**config.mk**
```make
export PLATFORM = sky130hd
export DESIGN_NAME = lsu_unalign_seq
export DESIGN_NICKNAME = d
export VERILOG_FILES = /design/src/rtl/lsu_unalign_seq.sv
export SDC_FILE = /design/constraint.sdc
export NUM_CORES = 1
export LEC_CHECK = 0
export CORE_UTILIZATION = 55
export DETAILED_ROUTE_END_ITERATION = 6
export DONT_BUFFER_PORTS = 1
export PLACE_DENSITY_LB_ADDON = 0.2
export SYNTH_ARGS = -nofsm -noshare
export SYNTH_HDL_FRONTEND = slang
export SYNTH_SLANG_ARGS = --single-unit
```
**constraint.sdc**
```tcl
create_clock -name clk -period 9.5 [get_ports clk]
set_input_delay 1.9 -clock clk [delete_from_list [all_inputs] [get_ports clk]]
set_output_delay 1.9 -clock clk [all_outputs]
set_load 0.05 [all_outputs]
```
**src/rtl/lsu_unalign_seq.sv**
```systemverilog
`timescale 1ns/1ps
// Unaligned external load/store sequencer: splits an access crossing a word boundary into two bus sub-accesses.
// Optional RV_LSU_SPLIT_ABORT_EN: an error on the first half of a split access skips the second half.
module lsu_unalign_seq #(
    parameter int TMO_CYCLES = 255
) (
    input  logic        clk,
    input  logic        rst,
    input  logic        req_valid,
    output logic        req_ready,
    input  logic [31:0] req_addr,
    input  logic [1:0]  req_size,
    input  logic        req_write,
    input  logic [31:0] req_wdata,
    output logic        bus_valid,
    input  logic        bus_ready,
    output logic [31:0] bus_addr,
    output logic        bus_write,
    output logic [31:0] bus_wdata,
    output logic [3:0]  bus_byteen,
    input  logic        rsp_valid,
    input  logic        rsp_err,
    input  logic [31:0] rsp_rdata,
    output logic        done_valid,
    output logic        done_err,
    output logic [31:0] done_rdata,
    output logic        busy
);

    typedef enum logic [2:0] {IDLE, ISS0, WAIT0, ISS1, WAIT1, DONE} state_t;

    localparam logic [7:0] TMO_LIMIT = 8'(TMO_CYCLES);

    state_t      state;
    logic [1:0]  off_q;
    logic [1:0]  size_q;
    logic        write_q;
    logic        split_q;
    logic [3:0]  hi_be_q;
    logic [31:0] wdata_hi_q;
    logic [31:0] addr_lo_q;
    logic [31:0] buf_lo;
    logic [31:0] buf_hi;
    logic        err_q;
    logic [7:0]  tmo_cnt;

    logic [3:0]  size_mask;
    logic [7:0]  req_mask;
    logic [63:0] req_wdata_sh;
    logic        is_wait;
    logic        tmo_hit;
    logic        rsp_take;
    logic        eff_err;
    logic [31:0] eff_data;
    logic        abort_split;
    logic        go_iss1;

    always_comb begin
        size_mask = 4'hF;
        case (req_size)
            2'd0:    size_mask = 4'h1;
            2'd1:    size_mask = 4'h3;
            default: size_mask = 4'hF;
        endcase
    end

    assign req_mask     = {4'b0000, size_mask} << req_addr[1:0];
    assign req_wdata_sh = {32'b0, req_wdata} << {req_addr[1:0], 3'b000};

    // A timeout stands in for a response carrying an error and zero data.
    assign is_wait  = (state == WAIT0) || (state == WAIT1);
    assign tmo_hit  = is_wait && (tmo_cnt == TMO_LIMIT);
    assign rsp_take = is_wait && (tmo_hit || rsp_valid);
    assign eff_err  = tmo_hit || rsp_err;
    assign eff_data = tmo_hit ? 32'b0 : rsp_rdata;

`ifdef RV_LSU_SPLIT_ABORT_EN
    assign abort_split = eff_err;
`else
    assign abort_split = 1'b0;
`endif
    assign go_iss1 = split_q && !abort_split;

    function automatic logic [31:0] align_load(input logic [63:0] pair, input logic [1:0] off,
                                               input logic [1:0] size, input logic is_write);
        logic [31:0] sh;
        logic [31:0] res;
        sh = 32'(pair >> {off, 3'b000});
        case (size)
            2'd0:    res = {24'b0, sh[7:0]};
            2'd1:    res = {16'b0, sh[15:0]};
            default: res = sh;
        endcase
        if (is_write) res = 32'b0;
        return res;
    endfunction

    always_ff @(posedge clk or posedge rst) begin
        if (rst) begin
            state      <= IDLE;
            req_ready  <= 1'b1;
            busy       <= 1'b0;
            bus_valid  <= 1'b0;
            bus_addr   <= 32'b0;
            bus_write  <= 1'b0;
            bus_wdata  <= 32'b0;
            bus_byteen <= 4'b0;
            done_valid <= 1'b0;
            done_err   <= 1'b0;
            done_rdata <= 32'b0;
            off_q      <= 2'b0;
            size_q     <= 2'b0;
            write_q    <= 1'b0;
            split_q    <= 1'b0;
            hi_be_q    <= 4'b0;
            wdata_hi_q <= 32'b0;
            addr_lo_q  <= 32'b0;
            buf_lo     <= 32'b0;
            buf_hi     <= 32'b0;
            err_q      <= 1'b0;
            tmo_cnt    <= 8'b0;
        end else begin
            case (state)
                IDLE: begin
                    if (req_valid && req_ready) begin
                        state      <= ISS0;
                        req_ready  <= 1'b0;
                        busy       <= 1'b1;
                        off_q      <= req_addr[1:0];
                        size_q     <= req_size;
                        write_q    <= req_write;
                        split_q    <= |req_mask[7:4];
                        hi_be_q    <= req_mask[7:4];
                        wdata_hi_q <= req_wdata_sh[63:32];
                        addr_lo_q  <= {req_addr[31:2], 2'b00};
                        buf_lo     <= 32'b0;
                        buf_hi     <= 32'b0;
                        err_q      <= 1'b0;
                        bus_valid  <= 1'b1;
                        bus_addr   <= {req_addr[31:2], 2'b00};
                        bus_write  <= req_write;
                        bus_wdata  <= req_wdata_sh[31:0];
                        bus_byteen <= req_mask[3:0];
                    end
                end
                ISS0, ISS1: begin
                    if (bus_ready) begin
                        bus_valid <= 1'b0;
                        tmo_cnt   <= 8'b0;
                        state     <= (state == ISS0) ? WAIT0 : WAIT1;
                    end
                end
                WAIT0: begin
                    if (rsp_take) begin
                        buf_lo <= eff_data;
                        err_q  <= err_q | eff_err;
                        if (go_iss1) begin
                            state      <= ISS1;
                            bus_valid  <= 1'b1;
                            bus_addr   <= addr_lo_q + 32'd4;
                            bus_wdata  <= wdata_hi_q;
                            bus_byteen <= hi_be_q;
                        end else begin
                            state      <= DONE;
                            done_valid <= 1'b1;
                            done_err   <= err_q | eff_err;
                            done_rdata <= align_load({buf_hi, eff_data}, off_q, size_q, write_q);
                        end
                    end else begin
                        tmo_cnt <= tmo_cnt + 8'd1;
                    end
                end
                WAIT1: begin
                    if (rsp_take) begin
                        buf_hi     <= eff_data;
                        err_q      <= err_q | eff_err;
                        state      <= DONE;
                        done_valid <= 1'b1;
                        done_err   <= err_q | eff_err;
                        done_rdata <= align_load({eff_data, buf_lo}, off_q, size_q, write_q);
                    end else begin
                        tmo_cnt <= tmo_cnt + 8'd1;
                    end
                end
                DONE: begin
                    // Ready rises only on return to IDLE, so no request is taken during the done pulse.
                    state      <= IDLE;
                    done_valid <= 1'b0;
                    done_err   <= 1'b0;
                    done_rdata <= 32'b0;
                    req_ready  <= 1'b1;
                    busy       <= 1'b0;
                end
                default: state <= IDLE;
            endcase
        end
    end

endmodule

```
* Word-level counts from Yosys, hierarchy flattened
Index checks and enable logic that the tools add are counted.
** Operators by class
- Eq/ne operators :: 16
- $add $sub $neg :: 2
- Divide/modulo/power cells :: 0
- Muxes and demuxes :: 53
- Bitwise operators :: 1
- $lt $le $gt $ge :: 0
- Multipliers :: 0
- Shifts and indexed selects :: 4
- Reduce and logical (&&, ||, !) cells :: 29
** Operators by type and width (number)
- 2-to-1 mux 32 bit :: 14
- one-hot mux 32 bit (2 select lines) :: 6
- right shift 64 x 5 -> 32 bit :: 2
- one-hot mux 32 bit (3 select lines) :: 1
- left shift 32 x 5 -> 64 bit :: 1
- adder 32 x 3 -> 32 bit (second input constant) :: 1
- 2-to-1 mux 3 bit :: 6
- 2-to-1 mux 8 bit :: 2
- one-hot mux 4 bit (2 select lines) :: 2
- one-hot mux 8 bit (2 select lines) :: 1
- != test 2 bit (second input constant) :: 7
- 2-to-1 mux 4 bit :: 3
- one-hot mux 3 bit (4 select lines) :: 1
- AND reduction 3 bit :: 4
- AND reduction 4 bit :: 3
- 2-to-1 mux 1 bit :: 11
- nonzero test 2 bit :: 5
- one-hot mux 1 bit (3 select lines) :: 3
- adder 8 x 1 -> 8 bit (second input constant) :: 1
- == test 8 bit (second input constant) :: 1
- left shift 4 x 2 -> 8 bit :: 1
- == test 3 x 2 -> 1 bit (second input constant) :: 2
- == test 3 bit (second input constant) :: 2
- one-hot mux 1 bit (2 select lines) :: 3
- other kinds (13) :: 22
** Storage, ports and cells
- Word-level logic and storage cells :: 126
- Input port bits :: 105
- RAM bits :: 0
- ROM bits :: 0
- Memories :: 0
- Latch bits :: 0
- Register bits :: 253

* Depth between registers and ports, before layout
Gate-level depths: netlist (run 1).
- Depth after elaboration :: 10
- Depth in mapped cells :: 8

* Worst setup path after synthesis (run 1)
Ideal clock, no wire load.
- Path type :: input port to flip-flop
- Start :: in req_addr[0]
- End :: reg bus_wdata[0]
- Cell stages on the path :: 6
- Data arrival time :: 3.235 ns
- Library setup time :: 0.083 ns
- Setup slack :: 6.182 ns
- Data required time :: 9.417 ns
- Path through :: clkbuf_1 -> buf_2 -> buf_2 -> nor3_1 -> a22oi_1 -> o21ai_0
** Between the ends
- Longest elaborated chain between the ends :: 3
** Ends and longest elaborated chain
- start, declared :: line 11 : input logic [31:0] req_addr,
- left shift 32 x 5 -> 64 bit :: line 68 : assign req_wdata_sh = {32'b0, req_wdata} << {req_addr[1:0], 3'b000};
- 2-to-1 mux 32 bit :: line 125 : if (req_valid && req_ready) begin
- one-hot mux 32 bit (2 select lines) :: line 123 : case (state)
- end signal, assigned :: line 142 : bus_wdata <= req_wdata_sh[31:0];
- end signal, assigned :: line 161 : bus_wdata <= wdata_hi_q;
- end, declared :: line 19 : output logic [31:0] bus_wdata,
No other way between the ends. The select of a mux whose other input is x is not followed.
A chain may end at the register's enable or synchronous reset.

* Final worst setup path (run 1)
- Start :: in rsp_valid
- End :: reg bus_addr[28]
** Between the ends
- Longest elaborated chain between the ends :: 4
** Ends and longest elaborated chain
- start, declared :: line 21 : input logic rsp_valid,
- logical OR 1 bit :: line 73 : assign rsp_take = is_wait && (tmo_hit || rsp_valid);
- logical AND 1 bit :: line 73
- != test 2 bit (no line)
- AND reduction 4 bit (no line)
- end signal, assigned :: line 140 : bus_addr <= {req_addr[31:2], 2'b00};
- end signal, assigned :: line 160 : bus_addr <= addr_lo_q + 32'd4;
- end, declared :: line 17 : output logic [31:0] bus_addr,
No other way between the ends.

==> load_flow_metrics.sql, run 1 <==
INSERT INTO impl_metrics (metric_group, metric, value, unit) VALUES
('worst_hold_path', 'worst_hold_path_stage_count', '2', ''),
('cells_and_area', 'layout_cells_sized_above_1', '0.0968', ''),
('clocking', 'cts_made_buffers', '25', ''),
('floorplanning', 'die_width', '155', 'um'),
('clocking', 'cts.hold.buffers_added', '0', ''),
('detailed_routing', 'average_wire_length_per_cell_after_detail_routing', '21.8', 'um'),
('synth', 'synth_ff_type', 'dfrtp_1', ''),
('place', 'place.port_buffers', '0', ''),
('detailed_routing', 'route.met3.wl', '3.72', 'mm'),
('clocking', 'clkTransAtPathRegs', '0.06', 'ns'),
('synth', 'yosys_register_bits', '234', ''),
('cells_and_area', 'layout.core_utilization', '0.603', ''),
('clocking', 'cts_tree', 'built', ''),
('clocking', 'cts_root_buf', 'clkbuf_16', ''),
('worst_hold_path', 'worstHoldEndpoint', 'hi_be_q[2]$_DFFE_PP0P_', ''),
('synth', 'synth.yosys.seq_area_share', '0.454', ''),
('status', 'run_status', 'finished clean', ''),
('power', 'power.density_cell_area', '374', 'mW/mm^2'),
('sta', 'layout_worst_path_cycle_share', '0.394', ''),
('critical_path', 'timing.critical_path.arrival', '4.14', 'ns'),
('synth', 'number_of_enable_type_register_cells_in_the_synthesized_netlist', '0', ''),
('cells_and_area', 'nets', '1484', ''),
('critical_path', 'r2r-end', 'bus_addr[28]$_DFFE_PP0P_', ''),
('sta', 'fin_setup_tns', '0', 'ns'),
('detailed_routing', 'detail_route.wirelength', '37.2', 'mm'),
('grt', 'grt_pass1_wl', '58.9', 'mm'),
('sta', 'setup_violations', '0', ''),
('synth', 'synth_area', '0.0129', 'sq mm'),
('sta', 'max-slew-margin-rel', '0.155', ''),
('critical_path', 'critPathMaxFanout', '102', ''),
('floorplanning', 'i_o_pin_cnt', '211', ''),
('grt', 'grt_overflow_total', '0', ''),
('critical_path', 'regToRegSetupSlack', '6.06', 'ns'),
('clocking', 'worstSkewPairLatency', '0.53', 'ns'),
('synth', 'post_synth.cell_area_avg', '8.94', 'sq um'),
('worst_hold_path', 'min-delay-path-class', 'reg -> reg', ''),
('sta', 'rsz0062_at_grt', 'no', ''),
('synth', 'syn_inst', '1443', ''),
('synth', 'yosysWarningCount', '0', ''),
('critical_path', 'worstSetupStartpointType', 'input pin', ''),
('critical_path', 'reg2reg_depth', '6', ''),
('detailed_routing', 'detail_route.iter0.violations', '922', ''),
('sta', 'layout_min_cycle_time', '3.74', 'ns'),
('critical_path', 'critPathRequiredTime', '9.89', 'ns'),
('synth', 'post_synth_num_cell_types', '71', ''),
('sta', 'slew_viol_final', '0', ''),
('detailed_routing', 'drtPass1Iterations', '5', ''),
('grt', 'grt_pass1_vias', '10500', ''),
('floorplanning', 'fp.dieH', '155', 'um'),
('floorplanning', 'initial_standard_cell_utilization_of_the_core', '0.565', ''),
('job', 'maxCapViolations', '0', ''),
('sta', 'clock.fmax', '0.267', 'GHz'),
('clocking', 'clock_path_buffers', '3', ''),
('detailed_routing', 'vias_per_cell', '6.31', ''),
('power', 'p_leak', '5.80', 'nW'),
('worst_hold_path', 'hp-start', 'hi_be_q[2]$_DFFE_PP0P_', ''),
('cells_and_area', 'syn_to_final_growth', '6.84', '%'),
('critical_path', 'timing_worst_setup_path_type', 'in -> reg', ''),
('sta', 'final_hold_viol_count', '0', ''),
('power', 'irDropWorstVdd', '0.197', 'mV'),
('detailed_routing', 'top_layer_used', 'met4', ''),
('sta', 'worst_pin_slew', '1.27', 'ns'),
('floorplanning', 'dieArea', '0.0241', 'sq mm'),
('detailed_routing', 'met2RoutedLength', '17.8', 'mm'),
('place', 'hpwl', '24.3', 'mm'),
('synth', 'ys_async_sr_fraction', '1.00', ''),
('floorplanning', 'core_region_area', '0.0228', 'sq mm'),
('critical_path', 'worstReg2RegStart', 'state[1]$_DFFE_PP0P_', ''),
('detailed_routing', 'overall_via_count_from_detail_route', '10800', ''),
('critical_path', 'setup.worst_path.start', 'rsp_valid', ''),
('sta', 'fin_worst_skew', '0.0145', 'ns');
-- metrics by stage --
| step | hold slack [ns] | instances | total power (W) | cell area (sq um) | worst slack [ns] |
|---|---|---|---|---|---|
| finish | 0.462 | 1708 | 0.00516 | 13800 | 5.76 |
| floorplan | 0.433 | 1444 | 0.00374 | 12900 | 1.18 |
| global placement | 0.446 | 1663 | 0.00414 | 13000 | 5.24 |
| global route | 0.496 | 1708 | 0.00546 | 13800 | 5.52 |
| CTS | 0.465 | 1708 | 0.00517 | 13800 | 5.72 |
| detailed placement | 0.451 | 1663 | 0.00420 | 13000 | 5.16 |
-- cells in the mapped netlist, drive strengths merged (22+ instances only) --
cell	number	share of area
o211ai	42	0.024
mux2	37	0.032
o31ai	28	0.016
nor3	22	0.0093
inv	34	0.0099
mux2i	42	0.033
buf	65	0.026
a221oi	31	0.021
nand3	56	0.022
o21ai	159	0.062
clkbuf	46	0.013
dfrtp	233	0.45
nor2	84	0.024
a21oi	27	0.011
nand2	335	0.097
-- logic make-up (layout without fill, tap and decap cells) --
logic type | count (synthesis) | after routing | synth area share
flip-flops | 234 | 234 | 0.454
AO/OA/AOI/OAI | 374 | 374 | 0.189
XOR/XNOR | 24 | 24 | 0.0163
AND/OR/NAND/NOR | 568 | 568 | 0.196
other | 1 | 2 | 0.000291
multiplexers | 95 | 95 | 0.0928
buffers and inverters | 145 | 96 | 0.0491
adder cells (fa/ha/maj) | 2 | 2 | 0.00194
-- final cells by class --
cell class / count / area [sq um]
Clock buffer: 37 / 701
Clock inverter: 8 / 92.6
Fill cell: 1995 / 9060
Inverter: 34 / 135
Multi-Input combinational cell: 1065 / 6470
Sequential cell: 234 / 5860
Tap cell: 313 / 392
Timing Repair Buffer: 17 / 128
-- placed cells by master (no fill, tap or decap), types with 3 or more instances in the layout --
cell and count:
mux2i_1 42, nand3_1 56, a21oi_1 25, a211oi_1 9
xor2_1 11, a21o_1 7, mux2_2 37, o2bb2ai_1 6
a221oi_1 31, nor4_1 6, o21ai_1 15, buf_4 17
and3_1 7, and4_1 6, a32oi_1 8, inv_1 33
nor3_1 18, o21a_1 5, o22ai_1 11, o21ai_0 144
o211ai_1 42, dfrtp_1 231, a22oi_1 15, nand2b_1 11
nand4_1 16, clkbuf_1 9, mux4_2 16, nand2_1 334
clkbuf_16 25, nor4_2 3, clkbuf_8 3, a211o_1 3
nor3_2 3, clkinv_2 5, and2_1 4, nor2_1 83
o31ai_1 27, xnor2_1 13
-- per-layer routing --
layer / up-vias / GRT usage
li1: 5006 / -
met1: 5254 / 0.382
met2: 421 / 0.514
met3: 95 / 0.0922
met4: 0 / 0.135
met5: - / 0
-- state kept, by name, summed over array words and instances (netlist names) --
name / count
buf_lo: 32
bus_wdata: 32
done_rdata: 32
addr_lo_q: 30
bus_addr: 30
buf_hi: 24
wdata_hi_q: 24
tmo_cnt: 8
bus_byteen: 4
hi_be_q: 3
state: 3
off_q: 2
size_q: 2
bus_valid: 1
busy: 1
done_err: 1
done_valid: 1
err_q: 1
go_iss1: 1
req_ready: 1
write_q: 1
-- report_power, final --
group          switching [W]  leakage [nW]  internal (W)
clock network       0.000403         0.388      0.000563
logic                0.00102          2.39      0.000617
registers            0.00115          3.02       0.00140
-- worst max-delay path by stage --
stage	end	slack (ns)	cells past startpoint
final	bus_addr[28]$_DFFE_PP0P_	5.76	4
after global routing	bus_addr[30]$_DFFE_PP0P_	5.52	4
after CTS	bus_addr[29]$_DFFE_PP0P_	5.72	4
after detailed placement	bus_addr[22]$_DFFE_PP0P_	5.16	4
after global placement	bus_addr[22]$_DFFE_PP0P_	5.24	4
after floorplan	addr_lo_q[10]$_DFFE_PP0P_	1.18	1
-- worst max-delay path, stage by stage --
cell      delay (ns)
o311ai_4        0.74
buf_4           0.84
nand2b_1        0.47
o211ai_1        0.16
Note: power is estimated with default switching activity, not from simulation.
==> run 2, diff against run 1 <==
clock period = 3.9 ns   (was 9.5 ns; I/O delays follow)
==> run 2 against run 1 <==
Net effect:
- the flow now finishes with violations (design-rule violations)
- sequential share of layout area fell by 0.44 points
- total power rose by 150%
- combinational power rose by 140%
- critical endpoint is now done_rdata[7]$_DFFE_PP0P_
- largest cell class unchanged
- largest power group unchanged
==> load_flow_metrics.sql, run 2 (synthesized netlist as in run 1, its figures left out) <==
INSERT INTO impl_metrics (metric_group, metric, value, unit) VALUES
('place', 'placedCellCount', '1671', ''),
('critical_path', 'master_of_the_slowest_instance_on_the_critical_path', 'dfrtp_1', ''),
('detailed_routing', 'detail_route.wirelength', '37.4', 'mm'),
('clocking', 'count_of_clock_tree_sinks', '234', ''),
('critical_path', 'worstSetupStartpointType', 'flip-flop', ''),
('detailed_routing', 'detail_route.iter0.violations', '908', ''),
('detailed_routing', 'vias_per_cell', '6.34', ''),
('sta', 'setup_violations', '0', ''),
('sta', 'slew_viol_final', '0', ''),
('detailed_routing', 'drtPass1Iterations', '7', ''),
('critical_path', 'timing_worst_setup_path_type', 'reg -> reg', ''),
('detailed_routing', 'detail_route.drc_violations', '4', ''),
('sta', 'max-slew-margin-rel', '0.199', ''),
('clocking', 'cts.hold.buffers_added', '0', ''),
('sta', 'rsz0062_at_grt', 'no', ''),
('clocking', 'clkTransAtPathRegs', '0.06', 'ns'),
('cells_and_area', 'layout_cells_sized_above_1', '0.105', ''),
('sta', 'fin_setup_tns', '0', 'ns'),
('sta', 'layout_min_cycle_time', '2.91', 'ns'),
('grt', 'antenna_found_initial', '0', ''),
('grt', 'grt_util_all_layers', '0.312', ''),
('clocking', 'post_cts.repair.setup_buffers', '0', ''),
('floorplanning', 'i_o_pin_cnt', '211', ''),
('critical_path', 'timing.critical_path.arrival', '3.38', 'ns'),
('place', 'globalplace.congestion', '0.929', ''),
('detailed_routing', 'antenna_left', '0', ''),
('clocking', 'cts.repair.resized', '0', ''),
('place', 'place.port_buffers', '0', ''),
('power', 'power.density_cell_area', '910', 'mW/mm^2'),
('floorplanning', 'dieArea', '0.0241', 'sq mm'),
('cells_and_area', 'mostFrequentLayoutCells', '334 x nand2_1, 231 x dfrtp_1, 144 x o21ai_0', ''),
('grt', 'grt_overflow_total', '0', ''),
('place', 'hpwl', '25.2', 'mm'),
('clocking', 'cts_made_buffers', '25', ''),
('critical_path', 'critPathRequiredTime', '4.37', 'ns'),
('critical_path', 'critical_path.most_common_cell', 'nor2_1', ''),
('status', 'run_status', 'complete, but fails checks', ''),
('cells_and_area', 'reg.largest.list', 'buf_lo x32, bus_wdata x32, done_rdata x32', ''),
('floorplanning', 'core_region_area', '0.0228', 'sq mm'),
('clocking', 'htree_levels', '1', ''),
('cells_and_area', 'syn_to_final_growth', '7.95', '%'),
('cells_and_area', 'finalInstanceArea', '0.0139', 'sq mm'),
('clocking', 'cts_root_buf', 'clkbuf_16', ''),
('floorplanning', 'rows', '55', ''),
('cells_and_area', 'nets', '1492', ''),
('cells_and_area', 'final_common_cell', 'nand2_1', ''),
('grt', 'grt_pass1_wl', '58.5', 'mm'),
('power', 'p_leak', '5.88', 'nW'),
('job', 'maxCapViolations', '0', ''),
('detailed_routing', 'average_wire_length_per_cell_after_detail_routing', '21.8', 'um'),
('grt', 'grt_pass1_vias', '10400', ''),
('power', 'irDropWorstVdd', '0.574', 'mV'),
('sta', 'hold_ws', '0.255', 'ns'),
('floorplanning', 'die_width', '155', 'um'),
('status', 'violations_in_the_final_reports', 'design-rule violations', ''),
('clocking', 'worstSkewPairLatency', '0.55', 'ns'),
('clocking', 'clock_path_buffers', '3', ''),
('sta', 'worst_pin_slew', '1.20', 'ns'),
('detailed_routing', 'overall_via_count_from_detail_route', '10900', ''),
('grt', 'maximum_number_of_pins_on_one_net_before_global_route_repair', '124', ''),
('sta', 'fin_worst_skew', '0.0169', 'ns'),
('cells_and_area', 'fin_cells', '1717', ''),
('worst_hold_path', 'min-delay-path-class', 'in -> async', ''),
('sta', 'final_hold_viol_count', '0', ''),
('clocking', 'cts_tree', 'built', ''),
('critical_path', 'critical_path.max_stage_delay', '0.87', 'ns'),
('floorplanning', 'initial_standard_cell_utilization_of_the_core', '0.565', ''),
('sta', 'clock.fmax', '0.343', 'GHz'),
('cells_and_area', 'layout.core_utilization', '0.610', ''),
('place', 'place_area', '0.0131', 'sq mm'),
('critical_path', 'endpoint_kind', 'flip-flop', ''),
('floorplanning', 'fp.dieH', '155', 'um'),
('critical_path', 'crit_path_cell_trace', 'nor2_1, a31oi_2, a21o_1, buf_4, a221oi_1, nor2_1', ''),
('critical_path', 'critPathMaxFanout', '24', ''),
('cells_and_area', 'antenna_cells', '0', ''),
('sta', 'layout_worst_path_cycle_share', '0.747', '');
[run 2: cell types whose count changed in the layout (fill, tap and decap cells not counted)]
| cell | delta |
|---|---|
| clkbuf_8 | +7 |
| buf_12 | +4 |
| buf_4 | +4 |
| clkbuf_1 | -4 |
| bufinv_16 | -2 |
| clkinv_2 | -1 |
| clkinv_4 | +1 |
| inv_16 | +1 |
| inv_8 | -1 |
[run 2: path summary, 6_finish.rpt]
path                                                  from  slack, ns                         end  cells past startpoint
min in group clk                              req_addr[11]       0.33   addr_lo_q[11]$_DFFE_PP0P_                      2
max in group asynchronous                              rst       2.62    bus_addr[22]$_DFFE_PP0P_                      2
worst max register to register        state[0]$_DFFE_PP0P_       0.99   done_rdata[7]$_DFFE_PP0P_                      6
worst max-delay path                  state[0]$_DFFE_PP0P_       0.99   done_rdata[7]$_DFFE_PP0P_                      6
worst min-delay path                                   rst       0.25       bus_valid$_DFFE_PP0P_                      1
worst min register to register  wdata_hi_q[22]$_DFFE_PP0P_       0.47  wdata_hi_q[22]$_DFFE_PP0P_                      2
[run 2: per-layer routing]
layer | GRT usage | routed length, um | vias up
li1 | - | - | 5022
met2 | 0.514 | 17500 | 458
met1 | 0.382 | 14500 | 5300
met3 | 0.0947 | 3630 | 105
met4 | 0.127 | 1740 | 0
met5 | 0 | 0 | -
[run 2: final cells by class]
cell class | instances | area, sq um
Clock buffer | 40 | 782
Fill cell | 2044 | 8920
Multi-Input combinational cell | 1065 | 6470
Timing Repair Buffer | 25 | 238
Sequential cell | 234 | 5860
Clock inverter | 6 | 48.8
Tap cell | 313 | 392
Inverter | 34 | 131
[run 2: stage by stage]
stage,setup slack [ns],power (W)
6_report,0.987,0.0127
5_1_grt,0.761,0.0134
4_1_cts,1.03,0.0127
3_5_place_dp,1.03,0.0103
3_3_place_gp,1.14,0.0102
2_1_floorplan,0.0569,0.00912
[run 2: critical path, delay by kind of cell (launching register included)]
kind | cells | cell delay, ns
simple gates | 2 | 0.43
compound gates | 3 | 1.22
flops | 1 | 0.87
buf+inv | 1 | 0.31
[run 2: where the power goes]
part           internal (W)  switching [W]  leakage [nW]  total [W]
registers           0.00342        0.00289          3.02    0.00630
logic               0.00156        0.00242          2.45    0.00398
clock network       0.00138        0.00102         0.415    0.00240
total               0.00635        0.00633          5.88     0.0127
